## config.mk

```make
export PLATFORM = sky130hd
export DESIGN_NAME = onehot_decoder_pipe
export DESIGN_NICKNAME = d
export VERILOG_FILES = /design/src/rtl/onehot_decoder_pkg.sv /design/src/rtl/onehot_decode.sv /design/src/rtl/onehot_decoder_pipe.sv
export SDC_FILE = /design/constraint.sdc
export NUM_CORES = 1
export LEC_CHECK = 0
export ABC_AREA = 1
export BUFFER_PORTS_ARGS = -buffer_cell sky130_fd_sc_hd__buf_4
export CAP_MARGIN = 20
export CORE_MARGIN = 1.5
export CORE_UTILIZATION = 28
export CTS_BUF_LIST = sky130_fd_sc_hd__clkbuf_2
export DETAILED_ROUTE_END_ITERATION = 8
export GPL_ROUTABILITY_DRIVEN = 0
export PLACE_DENSITY = 0.57
export SLEW_MARGIN = 10
export SYNTH_ARGS = -nofsm -noshare
export SYNTH_HDL_FRONTEND = slang
export SYNTH_SLANG_ARGS = --single-unit
```

## constraint.sdc

```tcl
create_clock -name clk -period 1.4 [get_ports clk]
set_input_delay 0.07 -clock clk [delete_from_list [all_inputs] [get_ports clk]]
set_output_delay 0.07 -clock clk [all_outputs]
set_load 0.02 [all_outputs]
```

## src/rtl/onehot_decoder_pkg.sv

```systemverilog
// Shared definitions for the one-hot decoder pipeline: buffer state
// encodings and the helper that derives the index width from n.
package onehot_decoder_pkg;

    typedef enum logic [1:0] {
        ST_EMPTY = 2'd0,
        ST_ONE   = 2'd1,
        ST_TWO   = 2'd2
    } state_t;

    localparam int DEFAULT_N = 6;

    // Index width needed to address 'count' positions (at least one bit).
    function automatic int idx_width(input int count);
        return (count > 1) ? $clog2(count) : 1;
    endfunction

    localparam int DEFAULT_W = idx_width(DEFAULT_N);

endpackage

```

## src/rtl/onehot_decode.sv

```systemverilog
// Combinational binary-to-one-hot decode of an encoder {z, y} pair.
// 'bad' marks an active index that falls outside the n output lanes.
module onehot_decode
    import onehot_decoder_pkg::*;
#(
    parameter int n = DEFAULT_N,
    localparam int W = idx_width(n)
) (
    input  logic         z,
    input  logic [W-1:0] y,
    output logic [n-1:0] w,
    output logic         bad
);

    // Inactive or out-of-range words decode to all zeros.
    always_comb begin
        w   = '0;
        bad = 1'b0;
        if (z) begin
            if (int'(y) < n) begin
                w = n'(1) << y;
            end else begin
                bad = 1'b1;
            end
        end
    end

endmodule

```

## src/rtl/onehot_decoder_pipe.sv

```systemverilog
// One-hot decoder with valid/ready on both sides. A two-entry skid buffer
// (main + skid register) keeps in_ready registered while sustaining one
// transfer per cycle; out-of-range indices raise a sticky error.
module onehot_decoder_pipe
    import onehot_decoder_pkg::*;
#(
    parameter int n = DEFAULT_N,
    localparam int W = idx_width(n)
) (
    input  logic         clk,
    input  logic         rst,
    input  logic         in_valid,
    output logic         in_ready,
    input  logic         z,
    input  logic [W-1:0] y,
    output logic         out_valid,
    input  logic         out_ready,
    output logic [n-1:0] w,
    output logic         err,
    input  logic         err_clr
);

    state_t       state;
    state_t       state_next;
    logic [n-1:0] main_q;
    logic [n-1:0] skid_q;
    logic [n-1:0] dec_w;
    logic         dec_bad;
    logic         accept;
    logic         pop;

    onehot_decode #(.n(n)) u_decode (
        .z   (z),
        .y   (y),
        .w   (dec_w),
        .bad (dec_bad)
    );

    assign accept    = in_valid & in_ready;
    assign pop       = out_valid & out_ready;
    assign out_valid = (state != ST_EMPTY);
    assign w         = main_q;

    // Occupancy after this edge, from the handshakes seen this cycle.
    always_comb begin
        state_next = state;
        case (state)
            ST_EMPTY: if (accept) state_next = ST_ONE;
            ST_ONE: begin
                if (accept && !pop) state_next = ST_TWO;
                else if (!accept && pop) state_next = ST_EMPTY;
            end
            ST_TWO: if (pop) state_next = ST_ONE;
            default: state_next = ST_EMPTY;
        endcase
    end

    // State and in_ready register; in_ready looks ahead so a full buffer never accepts.
    always_ff @(posedge clk or posedge rst) begin
        if (rst) begin
            state    <= ST_EMPTY;
            in_ready <= 1'b0;
        end else begin
            state    <= state_next;
            in_ready <= (state_next != ST_TWO);
        end
    end

    // Data movement: new words land in main when it frees up, else in skid.
    always_ff @(posedge clk or posedge rst) begin
        if (rst) begin
            main_q <= '0;
            skid_q <= '0;
        end else begin
            case (state)
                ST_EMPTY: if (accept) main_q <= dec_w;
                ST_ONE: begin
                    if (accept && pop) main_q <= dec_w;
                    else if (accept) skid_q <= dec_w;
                end
                ST_TWO: if (pop) main_q <= skid_q;
                default: ;
            endcase
        end
    end

    // Sticky error; a new bad word in the same cycle as a clear keeps it set.
    always_ff @(posedge clk or posedge rst) begin
        if (rst) begin
            err <= 1'b0;
        end else if (accept && dec_bad) begin
            err <= 1'b1;
        end else if (err_clr) begin
            err <= 1'b0;
        end
    end

endmodule

```

* Yosys cells after proc, flatten, opt, wreduce, memory -nomap -nowiden *
Index checks and enable logic that the tools add are counted.

operators by class
  $lt $le $gt $ge = 1
  bitwise operators = 3
  shift operators = 1
  equal/unequal tests = 6
  multiplexer cells = 15
  reductions and logical operators = 12

operators by type and width
  cell                                                 number
  two-way mux 6 bit                                    5
  case mux 6 bit (3 select lines)                      1
  two-way mux 2 bit                                    4
  inequality test 2 bit, second input constant         4
  case mux 2 bit (3 select lines)                      1
  << shifter 1 x 3 -> 6 bit, first input constant      1
  logical AND 1 bit                                    4
  two-way mux 1 bit                                    4
  AND reduction 4 bit                                  1
  nonzero test 2 bit                                   2
  less-than comparator 3 bit, second input constant    1
  AND reduction 3 bit                                  1
  nonzero test 3 bit                                   1
  bitwise AND 1 bit                                    2
  equality test 2 x 1 -> 1 bit, second input constant  1
  equality test 2 bit, second input constant           1
  logical NOT 1 bit                                    2
  logical NOT 2 bit                                    1
  NOT 1 bit                                            1

word-level totals
  logic and storage cells = 43
  bits of input ports = 9
  output and inout port bits = 9
  register bits = 16

* Longest topological paths before layout *
Gate-level depths: netlist of run 1.

  depth after elaboration = 7
  mapped depth = 7

* Cells and area by module *
From an unflattened synthesis of run 1, not the netlist that was laid out.

unflattened totals
  cell total of the unflattened synthesis = 109
  area total of the unflattened synthesis = 875.8 um^2

modules (own cells, without submodules)
  module               cells an instance  area an instance (um^2)  instances
  onehot_decoder_pipe  93                 813.3                    1
  onehot_decode        16                 62.6                     1

* Worst setup path after synthesis of run 1 *
Ideal clock, no wire load.

  path type = register -> register
  start point = register in_ready
  end point = register skid_q[4]
  setup slack = 338 ps
  arrival = 944 ps
  buffers on the path = 0
  cell stages (with the launch flop) = 6
  library setup time = 117 ps
  path through = dfrtp_1 > nand3_2 > nor2_4 > inv_2 > nand2_1 > nand2_1

on the way
  longest elaborated chain between the ends = 4

RTL lines
  element                                 line                       source
  start: declaration                      onehot_decoder_pipe.sv:13  output logic in_ready,
  start signal: assignment                onehot_decoder_pipe.sv:65  in_ready <= (state_next != ST_TWO);
  bitwise AND 1 bit *                     onehot_decoder_pipe.sv:39  assign accept = in_valid & in_ready;
  logical AND 1 bit                       onehot_decoder_pipe.sv:78  if (accept && pop) main_q <= dec_w;
  NOT 1 bit (no source line)              n/a
  AND reduction 3 bit (no source line) *  n/a
  end signal: assignment                  onehot_decoder_pipe.sv:79  else if (accept) skid_q <= dec_w;
  end: declaration                        onehot_decoder_pipe.sv:26  logic [n-1:0] skid_q;

Every way passes the cells marked *; elsewhere a longest branch is shown, timed or not.
A chain may end at the register's enable or synchronous reset.

* Final worst setup path of run 1 *
  start point = register state[1]
  end point = output port out_valid

on the way
  longest elaborated chain between the ends = 1

RTL lines
  element                   line                       source
  start: declaration        onehot_decoder_pipe.sv:23  state_t state;
  start signal: assignment  onehot_decoder_pipe.sv:64  state <= state_next;
  nonzero test 2 bit        onehot_decoder_pipe.sv:41  assign out_valid = (state != ST_EMPTY);
  end: declaration          onehot_decoder_pipe.sv:16  output logic out_valid,

Every way passes these cells.

==> reports/results.ini, run 1 <==
[status]
status=complete, no violations

[drt]
detailroute.via_count=680
via_per_inst=4.25
drc=0
ant_nets=0
drtIter0Drc=28
drt_wl_total_mm=1.57
wl_per_cell_um=9.80
firstDrtPassIters=4

[sta]
final_hold_viol_count=0
setup_viol=0
slew_violations=0
worst_pin_slew_ps=616
fin_crit_ps=1200
fin_crit_sh=0.854
finClkSkew_ps=2.16
rsz0062_at_grt=false
relSlewSlack=0.589
max_clock_freq_mhz=837
fin_setup_tns_ps=0

[yosys]
synth_commonest_cells=48 x nand2_1, 16 x dfrtp_1, 15 x inv_1
synthArstFlopShare=1.00
synth_nets=115
syn-cell-area_um2=788
synth_area_leaders=dfrtp_1 51%, nand2_1 23%, nand3_1 8.3%
yosys_warnings=0
syn_inst=106
yosysSeqAreaShare=0.508
synth-edff-count=0
yosys.area.top_type=dfrtp_1
ys.flop_type=dfrtp_1
synth.most_common_cell=nand2_1
synth_cell_types=13
ys_seq_elements=16
synth.avg_cell_area_um2=7.44
yosys.area.top_type_share=0.508

[clock_network]
clock_sinks=16
root_buffer=clkbuf_2
clockBufferDepth=2
cts_tree=yes
cts_setup_buffers=0
insertion_delay_ps=290
cts_made_buffers=3
ctsResizeCount=0
path_clk_slew_ps=150
htreeDepth=1

[finish]
design_area_um2=993
stdcell_count=160
n_antenna_cell=0
syn_to_final_growth_pct=26.0
layout-drive-gt1-share=0.217
fillCellCount=288
nets=139

[power]
ir_drop_uv=566
sw_frac_of_total=0.363
combinationalPowerShare=0.307
p_int_uw=720
sequentialPowerShare=0.507
p_leak_uw=0.000597
pwr-share-clk=0.186
netSwitchingPower_uw=411
p_per_area_mw_per_mm2=1140

[floorplanning]
fp.dieH_um=56.1
ioPinCount=18
core-area_mm2=0.00271
fp.dieW_um=56.1
die_area_mm2=0.00314
start_util=0.291
placementRows=19

[place]
portBuffers=17
placed_cell_area_um2=955
dp.cells=154
place_hpwl_mm=1.23

[worst_setup_path]
setup.worst_path.start_class=flip-flop
crit_type=flip-flop to primary output
crit_fanout=4
cp.arrival_ps=1130
setup.worst_path.end_class=primary output
cp.required_ps=1330

[global_route]
grt_pass1_wl_mm=2.97
grt.overflow.total=0
grt_max_degree=17
antenna_found_initial=0
grt_pass1_vias=658
grt_usage=0.119

[hold_path]
hp-class=input port to flip-flop

[job]
cap_violations=0

-- path summary, 6_finish.rpt --
check,start,to,slack (ps),depth (start not counted)
setup / recovery,state[1],out_valid,200,3
max in group asynchronous,rst,w[2],620,3
min in group asynchronous,rst,w[4],390,3
hold / removal,out_ready,in_ready,20,3
setup reg to reg,state[1],w[4],280,5
hold reg to reg,w[3],w[3],500,2
-- power by group through the flow --
| stage | Clock (uW) | Combinational (uW) | Sequential [uW] |
|---|---|---|---|
| 2_1_floorplan | 0 | 198 | 606 |
| 3_3_place_gp | 0 | 349 | 581 |
| 3_5_place_dp | 0 | 349 | 582 |
| 4_1_cts | 219 | 354 | 574 |
| 5_1_grt | 240 | 396 | 582 |
| 6_report | 210 | 347 | 573 |
-- registers in the layout, indices dropped and copies added (netlist names) --
| signal | cells |
|---|---|
| err | 1 |
| in_ready | 1 |
| skid_q | 6 |
| state | 2 |
| w | 6 |
-- layer usage --
metal	up-vias	wire, um	part of all wire	track usage
li1	368	-	-	-
met2	19	679	0.43	0.185
met3	0	96	0.061	0.0419
met4	0	0	0	0.0204
met1	293	792	0.51	0.164
met5	-	0	0	0
-- through the flow --
stage	hold slack [ps]	power, uW	setup slack, ps	util
2_1_floorplan	-16.3	804	338	-
3_3_place_gp	183	929	293	0.352
3_5_place_dp	190	932	291	0.352
4_1_cts	6.57	1150	184	0.367
5_1_grt	6.92	1220	93.9	0.367
6_report	18.3	1130	205	0.367
-- cell families after synthesis --
family	count (synthesis)	synth area share
buffers and inverters	16	0.0762
AND/OR/NAND/NOR	71	0.389
AO/OA/AOI/OAI	3	0.0270
flip-flops	16	0.508
-- cell type report --
class / count / area, um^2 / area share
flip-flops and latches: 16 / 400 / 0.403
multi-input cells: 74 / 328 / 0.330
repair buffers: 19 / 148 / 0.149
inverters: 16 / 60.1 / 0.0605
well taps: 31 / 38.8 / 0.0390
clock buffers: 3 / 15.0 / 0.0151
clock inverters: 1 / 3.75 / 0.00378
-- layout by cell type, fill, tap and decap left out, drive strengths merged --
cell type	n
buf	17
dfrtp	16
clkinv	1
clkbuf	3
o21ai	1
nand2	50
o31ai	1
a21oi	1
nand3	14
inv	16
nor2	7
dlygate4sd3	2
-- worst max-delay path, stage by stage (launching register included) --
cell,delay [ps]
dfrtp_1,450
nor2_1,180
inv_1,60
buf_4,150
-- timing repair --
item / 4_1_cts / 5_1_grt
setup endpoints to repair: 0 / 0
hold buffers: 2 / 0
endpoints found under the hold margin: 17 / 0
No activity file was read; power rests on OpenSTA's default activity.
==> run 2: changes to the inputs <==
--- a/config.mk
+++ b/config.mk
@@ -13,7 +13,8 @@
 export CTS_BUF_LIST = sky130_fd_sc_hd__clkbuf_2
 export DETAILED_ROUTE_END_ITERATION = 8
 export GPL_ROUTABILITY_DRIVEN = 0
-export PLACE_DENSITY = 0.57
+export PLACE_DENSITY = 0.43
+export RECOVER_POWER = 25
 export SLEW_MARGIN = 10
 export SYNTH_ARGS = -nofsm -noshare
 export SYNTH_HDL_FRONTEND = slang
==> reports/results.ini, run 2 (synthesis results as in run 1) <==
[finish]
layout-drive-gt1-share=0.215  ; -0.00167
final_common_cell=nand2_1
nets=140  ; +0.72%
layout_common_cells=48 x nand2_1, 16 x dfrtp_1, 16 x buf_4
syn_to_final_growth_pct=27.3
n_antenna_cell=0  ; unchanged
utilization=0.370  ; +0.00369
stdcell_count=161  ; +0.63%

[clock_network]
path_clk_slew_ps=150  ; about the same
root_buffer=clkbuf_2
clock_sinks=16  ; unchanged
htreeDepth=1  ; unchanged
clockBufferDepth=2  ; unchanged
cts_made_buffers=3  ; unchanged
cts_tree=yes
insertion_delay_ps=300  ; about the same
ctsResizeCount=0  ; unchanged

[sta]
finClkSkew_ps=8.94  ; +6.78 ps
final_hold_viol_count=0  ; unchanged
slew_violations=0  ; unchanged
fin_crit_ps=1200  ; +0.292 ps
setup_viol=0  ; unchanged
setup_slack_ps=205  ; -0.292 ps
relSlewSlack=0.587  ; -0.00268
fin_setup_tns_ps=0  ; unchanged
max_clock_freq_mhz=837  ; about the same
fin_crit_sh=0.854  ; about the same
rsz0062_at_grt=false
worst_pin_slew_ps=620  ; +4.01 ps

[hold_path]
hp-class=input port to flip-flop
whs_path_depth=4  ; +1

[worst_setup_path]
rr_worst_depth=5  ; unchanged
path_cells=nor2_1 > inv_1 > buf_4
slowest_stage=dfrtp_1
slowest_delay_ps=440  ; about the same
setup.worst_path.end_class=primary output
cp.arrival_ps=1130  ; about the same
crit_fanout=4  ; unchanged
critPathTopFamily=flip-flops
cp.required_ps=1330  ; about the same
cp.depth=3  ; unchanged
crit_type=flip-flop to primary output
setup.worst_path.start_class=flip-flop
crit_buf_inv=2  ; unchanged

[power]
netSwitchingPower_uw=420  ; +2.2%
sequentialPowerShare=0.503  ; -0.004
combinationalPowerShare=0.308  ; about the same
power.total_uw=1140  ; +0.94%
p_int_uw=722  ; +0.24%
sw_frac_of_total=0.368  ; +0.00444
p_per_area_mw_per_mm2=1140  ; about the same
p_leak_uw=0.000601  ; +0.67%
pwr-share-clk=0.189  ; +0.003
ir_drop_uv=512  ; -9.5%

[drt]
firstDrtPassIters=4  ; unchanged
dr_wl_met3_um=49  ; -49%
drt_wl_total_mm=1.67  ; +6.4%
ant_nets=0  ; unchanged
wl_met2_um=777  ; +14%
drc=0  ; unchanged
wl_met1_um=798  ; +0.76%
top_layer=met4
drtIter0Drc=16  ; -43%
detailroute.via_count=698  ; +2.6%
via_per_inst=4.34  ; +2.0%
wl_per_cell_um=10.4  ; +5.7%

[floorplanning]
ioPinCount=18  ; unchanged
fp.dieH_um=56.1  ; unchanged
start_util=0.291  ; unchanged
core-area_mm2=0.00271  ; unchanged
die_area_mm2=0.00314  ; unchanged
placementRows=19  ; unchanged
fp.dieW_um=56.1  ; unchanged

[place]
post-place-ws_ps=292  ; +0.267 ps
place_hpwl_mm=1.26  ; +2.0%
dp.cells=154  ; unchanged
portBuffers=17  ; unchanged

[global_route]
grt_max_degree=17  ; unchanged
antenna_found_initial=0  ; unchanged
grt_pass1_wl_mm=3.01  ; +1.2%
grt.overflow.total=0  ; unchanged
grt_pass1_vias=692  ; +5.2%
grt_usage=0.126  ; +0.00613

[job]
cap_violations=0  ; unchanged

[status]
status=complete, no violations

-- run 2: cell count changes in the layout (fill, tap and decap cells not counted), sizes merged --
cell	previous run	this run
clkbuf	3	4
buf	17	16
dlygate4sd3	2	3
-- run 2: power by group through the flow --
stage | clock network, uW | registers (uW) | logic [uW]
after CTS | 229 | 575 | 356
after global placement | 0 | 585 | 355
final | 215 | 574 | 352
after global routing | 253 | 584 | 397
after detailed placement | 0 | 583 | 351
after floorplan | 0 | 606 | 198
-- run 2: cell type report --
type / count / area (um^2)
repair buffers: 20 / 158
fillers: 293 / 1710
flip-flops and latches: 16 / 400
multi-input cells: 74 / 328
clock inverters: 1 / 3.75
clock buffers: 3 / 15.0
well taps: 31 / 38.8
inverters: 16 / 60.1
-- run 2: routing by layer --
layer  up-vias  track usage
met5         -            0
met4         0       0.0714
met3         5       0.0279
met2        14        0.197
met1       310        0.158
li1        369            -
-- run 2: final timing paths --
kind	from	endpoint	slack [ps]
max reg2reg	state[1]	w[5]	290
min reg2reg	w[1]	w[1]	500
min	in_valid	state[0]	50
max in group asynchronous	rst	skid_q[5]	620
max	state[1]	out_valid	200
min in group asynchronous	rst	w[4]	380
-- run 2: worst register-to-register path: cells and delay by family (launching register included) --
family / cells / cell delay, ps
simple gates: 4 / 400
compound gates: 1 / 220
flops: 1 / 440
-- run 2: what timing repair did --
action | 4_1_cts | 5_1_grt
buffers inserted | 0 | 0
hold endpoints to repair | 17 | 1
hold buffers | 2 | 1
-- run 2: per-stage QoR --
step / hold WS (ps) / area [um^2]
2_1_floorplan: -16.3 / 788
3_3_place_gp: 198 / 955
3_5_place_dp: 195 / 955
4_1_cts: 13.0 / 993
5_1_grt: 44.1 / 1000
6_report: 51.1 / 1000
